## src/rtl/multdiv_seq_ctrl.sv

```systemverilog
// Sequential 32-bit signed multiply (radix-2 Booth) / divide (restoring) on a shared CLA.
// Define MULTDIV_REMAINDER_EN to add the signed data_remainder output and the D_FIXR state.
module multdiv_seq_ctrl #(
    parameter int WIDTH = 32,
    parameter int CNT_W = 6
) (
    input  logic             clock,
    input  logic             reset_n,
    input  logic             ctrl_MULT,
    input  logic             ctrl_DIV,
    input  logic [WIDTH-1:0] data_operandA,
    input  logic [WIDTH-1:0] data_operandB,
    output logic [WIDTH-1:0] add_x,
    output logic [WIDTH-1:0] add_y,
    output logic             add_cin,
    input  logic [WIDTH-1:0] add_sum,
    input  logic [1:0]       add_cout,
    output logic [WIDTH-1:0] data_result,
    output logic             data_exception,
    output logic             data_resultRDY
`ifdef MULTDIV_REMAINDER_EN
    ,
    output logic [WIDTH-1:0] data_remainder
`endif
);

    typedef enum logic [3:0] {
        IDLE,
        M_ITER,
        M_FIN,
        D_NEGA,
        D_NEGB,
        D_ITER,
        D_FIX,
`ifdef MULTDIV_REMAINDER_EN
        D_FIXR,
`endif
        DONE
    } state_t;

    state_t             state_q, state_d;
    logic [CNT_W-1:0]   cnt_q, cnt_d;
    logic [WIDTH-1:0]   a_q, a_d;
    logic [WIDTH-1:0]   q_q, q_d;
    logic               qm1_q, qm1_d;
    logic [WIDTH-1:0]   m_q, m_d;
    logic               sa_q, sa_d;
    logic               sb_q, sb_d;
    logic [WIDTH-1:0]   res_pend_q, res_pend_d;
    logic               exc_pend_q, exc_pend_d;
    logic [WIDTH-1:0]   res_q, res_d;
    logic               exc_q, exc_d;
    logic               rdy_q, rdy_d;
`ifdef MULTDIV_REMAINDER_EN
    logic [WIDTH-1:0]   rem_pend_q, rem_pend_d;
    logic [WIDTH-1:0]   rem_q, rem_d;
`endif

    logic               last_iter;
    logic               sum_sign;
    logic [WIDTH-1:0]   r_shift;
    logic               neg_q;

    assign last_iter = (cnt_q == CNT_W'(WIDTH - 1));
    // True sign of the 33-bit Booth partial sum: MSB corrected by signed overflow.
    assign sum_sign  = add_sum[WIDTH-1] ^ add_cout[1] ^ add_cout[0];
    assign r_shift   = {a_q[WIDTH-2:0], q_q[WIDTH-1]};
    assign neg_q     = sa_q ^ sb_q;

    assign data_result    = res_q;
    assign data_exception = exc_q;
    assign data_resultRDY = rdy_q;
`ifdef MULTDIV_REMAINDER_EN
    assign data_remainder = rem_q;
`endif

    always_comb begin
        state_d    = state_q;
        cnt_d      = cnt_q;
        a_d        = a_q;
        q_d        = q_q;
        qm1_d      = qm1_q;
        m_d        = m_q;
        sa_d       = sa_q;
        sb_d       = sb_q;
        res_pend_d = res_pend_q;
        exc_pend_d = exc_pend_q;
        res_d      = res_q;
        exc_d      = exc_q;
        rdy_d      = 1'b0;
`ifdef MULTDIV_REMAINDER_EN
        rem_pend_d = rem_pend_q;
        rem_d      = rem_q;
`endif
        add_x      = '0;
        add_y      = '0;
        add_cin    = 1'b0;

        case (state_q)
            M_ITER: begin
                add_x = a_q;
                case ({q_q[0], qm1_q})
                    2'b01: add_y = m_q;
                    2'b10: begin
                        add_y   = ~m_q;
                        add_cin = 1'b1;
                    end
                    default: add_y = '0;
                endcase
                a_d   = {sum_sign, add_sum[WIDTH-1:1]};
                q_d   = {add_sum[0], q_q[WIDTH-1:1]};
                qm1_d = q_q[0];
                cnt_d = cnt_q + 1'b1;
                if (last_iter) begin
                    state_d = M_FIN;
                    cnt_d   = '0;
                end
            end
            M_FIN: begin
                res_d   = q_q;
                exc_d   = (a_q != {WIDTH{q_q[WIDTH-1]}});
                rdy_d   = 1'b1;
`ifdef MULTDIV_REMAINDER_EN
                rem_d   = '0;
`endif
                state_d = IDLE;
            end
            D_NEGA: begin
                add_y   = ~q_q;
                add_cin = 1'b1;
                if (sa_q) q_d = add_sum;
                state_d = D_NEGB;
            end
            D_NEGB: begin
                add_y   = ~m_q;
                add_cin = 1'b1;
                if (sb_q) m_d = add_sum;
                a_d     = '0;
                cnt_d   = '0;
                state_d = D_ITER;
            end
            D_ITER: begin
                add_x   = r_shift;
                add_y   = ~m_q;
                add_cin = 1'b1;
                // Carry out of the subtract means no borrow: divisor fits.
                if (add_cout[1]) begin
                    a_d = add_sum;
                    q_d = {q_q[WIDTH-2:0], 1'b1};
                end else begin
                    a_d = r_shift;
                    q_d = {q_q[WIDTH-2:0], 1'b0};
                end
                cnt_d = cnt_q + 1'b1;
                if (last_iter) begin
                    state_d = D_FIX;
                    cnt_d   = '0;
                end
            end
            D_FIX: begin
                add_y      = ~q_q;
                add_cin    = 1'b1;
                exc_pend_d = ~neg_q & q_q[WIDTH-1];
                if (~neg_q & q_q[WIDTH-1]) res_pend_d = '0;
                else if (neg_q)            res_pend_d = add_sum;
                else                       res_pend_d = q_q;
`ifdef MULTDIV_REMAINDER_EN
                state_d    = D_FIXR;
`else
                state_d    = DONE;
`endif
            end
`ifdef MULTDIV_REMAINDER_EN
            D_FIXR: begin
                add_y      = ~a_q;
                add_cin    = 1'b1;
                rem_pend_d = sa_q ? add_sum : a_q;
                state_d    = DONE;
            end
`endif
            DONE: begin
                res_d   = res_pend_q;
                exc_d   = exc_pend_q;
`ifdef MULTDIV_REMAINDER_EN
                rem_d   = rem_pend_q;
`endif
                rdy_d   = 1'b1;
                state_d = IDLE;
            end
            default: state_d = IDLE;
        endcase

        // A new start aborts whatever is in flight; MULT has priority.
        if (ctrl_MULT) begin
            state_d = M_ITER;
            cnt_d   = '0;
            a_d     = '0;
            q_d     = data_operandB;
            qm1_d   = 1'b0;
            m_d     = data_operandA;
            rdy_d   = 1'b0;
        end else if (ctrl_DIV) begin
            cnt_d = '0;
            rdy_d = 1'b0;
            if (data_operandB == '0) begin
                state_d    = DONE;
                res_pend_d = '0;
                exc_pend_d = 1'b1;
`ifdef MULTDIV_REMAINDER_EN
                rem_pend_d = '0;
`endif
            end else begin
                state_d = D_NEGA;
                q_d     = data_operandA;
                m_d     = data_operandB;
                sa_d    = data_operandA[WIDTH-1];
                sb_d    = data_operandB[WIDTH-1];
            end
        end
    end

    always_ff @(posedge clock or negedge reset_n) begin
        if (!reset_n) begin
            state_q    <= IDLE;
            cnt_q      <= '0;
            a_q        <= '0;
            q_q        <= '0;
            qm1_q      <= 1'b0;
            m_q        <= '0;
            sa_q       <= 1'b0;
            sb_q       <= 1'b0;
            res_pend_q <= '0;
            exc_pend_q <= 1'b0;
            res_q      <= '0;
            exc_q      <= 1'b0;
            rdy_q      <= 1'b0;
`ifdef MULTDIV_REMAINDER_EN
            rem_pend_q <= '0;
            rem_q      <= '0;
`endif
        end else begin
            state_q    <= state_d;
            cnt_q      <= cnt_d;
            a_q        <= a_d;
            q_q        <= q_d;
            qm1_q      <= qm1_d;
            m_q        <= m_d;
            sa_q       <= sa_d;
            sb_q       <= sb_d;
            res_pend_q <= res_pend_d;
            exc_pend_q <= exc_pend_d;
            res_q      <= res_d;
            exc_q      <= exc_d;
            rdy_q      <= rdy_d;
`ifdef MULTDIV_REMAINDER_EN
            rem_pend_q <= rem_pend_d;
            rem_q      <= rem_d;
`endif
        end
    end

endmodule

```

## config.mk

```make
export PLATFORM = sky130hd
export DESIGN_NAME = multdiv_seq_ctrl
export DESIGN_NICKNAME = d
export VERILOG_FILES = /design/src/rtl/multdiv_seq_ctrl.sv
export SDC_FILE = /design/constraint.sdc
export NUM_CORES = 1
export LEC_CHECK = 0
export CORE_UTILIZATION = 54
export DETAILED_ROUTE_END_ITERATION = 8
export PLACE_DENSITY = 0.85
export SLEW_MARGIN = 20
export SYNTH_ARGS = -nofsm -noshare
export SYNTH_HDL_FRONTEND = slang
export SYNTH_SLANG_ARGS = --single-unit
export TNS_END_PERCENT = 50
```

## constraint.sdc

```tcl
create_clock -name clock -period 2.74 [get_ports clock]
set_input_delay 0.685 -clock clock [delete_from_list [all_inputs] [get_ports clock]]
set_output_delay 0.685 -clock clock [all_outputs]
set_load 0.05 [all_outputs]
```

==> metrics <==
status finished, violations left; failing checks design-rule violations, negative setup slack; Crit path buffers/inverters 4; via count 12.2k; Final min period roughly 2900 ps; post-synth top area share 38.7%; CP Capture Type primary output; synthesized area per cell between 9 and 10 µm²; Clock Path Buffers 2; Hold WC Path Type in -> async; crit-path max FO 19; diode count 0; Max H-tree Level 4; Post-DP Area 14600 µm²; cts hold-fix bufs 0; Die Y-Extent 147 µm; drt initial violations 2248; Final Skew 10.6 ps; RSZ-0062 raised after global routing true; Max rail drop VDD 0.505 mV; Overflow after GRT 0; Setup CP Type reg -> out; DR vias/cell a little over 7; pwr/cell area 630 nW/µm²; Ys Warns 0; clock slew at reported path FFs ~70 ps; Starting Density between 50% and 60%; critical path's top delay family buffers and inverters; WP depth 8; register area share after synthesis about two fifths; cell taking the most area after synthesis dfrtp_1; CTS tree built; GRT Util Overall 39.6%; largest net degree at the start of global routing 68; placement row count 52; non-filler instance count after layout between 1.5k and 2k; Final Worst Setup Slack -191 ps; clock sinks approximately 180; I/O pin cnt 201; Synth async-reset ratio 100%; layout cell share with drive strength beyond 1 23.3%; Die Wd 147 µm; WP data arrival ~2300 ps; synth top area cells dfrtp_1 39%, mux2i_1 15%, o221ai_2 6.6%, nand2_1 4.9%, nor2_1 3.7%; Yosys cell types 44; Buffers on Ports 200; placed cell count 1636; CP Cell Sequence nand2b_4 -> buf_8 -> nor4_4 -> buf_4 -> buf_12 -> nand2_1 -> o221ai_2 -> buf_12; Gate Count Post-Synth 1194; Post-synth EDFFs 0; most frequent CP cell buf_12; Setup-failing EPs final 51; Layout Nets ~1.5k; Detailed Place HPWL 27300 µm; Synth Flop Type dfrtp_1; flop and latch count out of synthesis 175; critical path's largest stage delay 520 ps; DRC errors left 2; Total Wirelength roughly 46000 µm; Root Buffer clkbuf_16; total CTS buffers 17; synthesized netlist net count around 1.3k; post-route ant nets 0; Final Max Slew Viols 0; post-layout instance area 15800 µm²; leakage ~6.7 nW; Area Growth Syn to Fin 39.3%; Worst-Margin Slew 777 ps; CP startpoint kind flip-flop; Die Area 21500 µm²; Cell Area, Synth 11300 µm²; GPL Wtd Cong 0.928; fmax 0.341 GHz; Slew HR 47.4%; max cap viols 0; Final Hold Fails 0; clock latency on the worst-skew pair 450 ps; number of global-route vias before repair ~11k; Core Footprint between 20000 and 25000 µm²; 1st-pass router iterations 9; R2R depth 6; dpl ws -195 ps; antenna violations before repair 0; Final Cycle Share 107%; first-pass GRT wire length roughly 66000 µm; WL/cell roughly 27 µm; CP Data Required Time 2060 ps; CP max-delay cell dfrtp_2
-- final cells by class --
class / count / area, µm²
Clock inverter: 12 / 136
Clock buffer: 19 / 453
Inverter: 69 / 259
Sequential cell: 175 / 4380
Timing Repair Buffer: 292 / 3610
Tap cell: 270 / 338
Fill cell: 1182 / 4600
Multi-Input combinational cell: 841 / 6580
-- through the flow --
step | TNS (ps) | hold slack, ps | utilization (%) | power [mW]
5_1_grt | -6550 | 277 | 77.4 | 10.2
4_1_cts | -1110 | 258 | 76.2 | 9.60
3_5_place_dp | -12340 | 471 | 71.5 | 7.02
6_report | -4210 | 238 | 77.4 | 9.93
2_1_floorplan | 0 | 389 | - | 5.44
3_3_place_gp | -3500 | 465 | 71.5 | 6.91
-- cells in the mapped netlist (5+ instances only) --
cell type  count
inv_1         69
o221ai_2      50
buf_4          9
a211oi_1      31
nor3_1        43
o22a_1        32
buf_1          7
mux2i_1      164
mux2_2        29
nor2b_1        5
nand4_1        6
nor2_1       112
nor3b_1       31
a21oi_1        9
nand2_1      147
clkbuf_1      52
nand3_1       11
o21ai_0       46
a222oi_1      29
buf_2         30
nor4_1        13
dfrtp_1      175
o221ai_1      48
buf_6         11
-- metal layers --
metal | vias to the layer above | part of all wire [%] | wire, µm | global-route usage [%]
met5 | - | 0 | 0 | 0
met4 | 0 | 9.1 | 4190 | 23.5
met3 | 434 | 14 | 6290 | 10.2
met2 | 1267 | 43 | 19800 | 60.7
met1 | 5644 | 34 | 15700 | 50.6
li1 | 4833 | - | - | -
-- registers in the layout (all words and copies together) (netlist names), 3 cells and up --
register	count
a_q	32
cnt_q	6
data_result	32
m_q	32
q_q	32
res_pend_q	32
state_q	3
-- cell usage in the layout (no fill, tap or decap), types with 12 or more instances in the layout --
master / synthesis / final
clkdlybuf4s50_1: 0 / 132
nor2_1: 112 / 111
nor3b_1: 31 / 31
mux2_2: 29 / 29
o21ai_0: 46 / 45
nor3_1: 43 / 43
o221ai_2: 50 / 69
buf_4: 9 / 71
inv_1: 69 / 69
clkbuf_16: 0 / 20
dfrtp_1: 175 / 173
a211oi_1: 31 / 31
o221ai_1: 48 / 17
nor4_1: 13 / 13
o221ai_4: 0 / 12
a222oi_1: 29 / 29
o22a_1: 32 / 32
buf_12: 0 / 82
nand2_1: 147 / 139
mux2i_1: 164 / 164
-- power breakdown --
part	total [mW]	switching (mW)	internal [mW]
combinational	3.95	2.32	1.62
clock	2.53	1.13	1.40
sequential	3.45	0.468	2.98
total	9.93	3.93	6.00
-- worst paths after layout --
path	slack, ps	endpoint	start
worst max-delay path	-190	add_y[30]	state_q[0]
worst min register to register	480	data_result[4]	data_result[4]
worst min-delay path	240	data_result[7]	reset_n
max in group asynchronous	1720	a_q[10]	reset_n
worst max register to register	190	q_q[16]	state_q[2]
min in group clock	480	data_result[4]	data_result[4]
-- what timing repair did --
item,4_1_cts,5_1_grt
setup endpoints to repair,32,35
pin swaps,0,2
gates resized for setup,52,23
setup buffers,4,3
gates cloned,1,3
-- logic make-up after synthesis --
logic type | synth area share (%)
flops | 38.7
simple gates | 15.3
fa+ha+maj | 0.111
buf+inv | 7.26
mux | 17.4
compound gates | 21.0
xor+xnor | 0.299
Note: power is estimated with default switching activity, not from simulation.
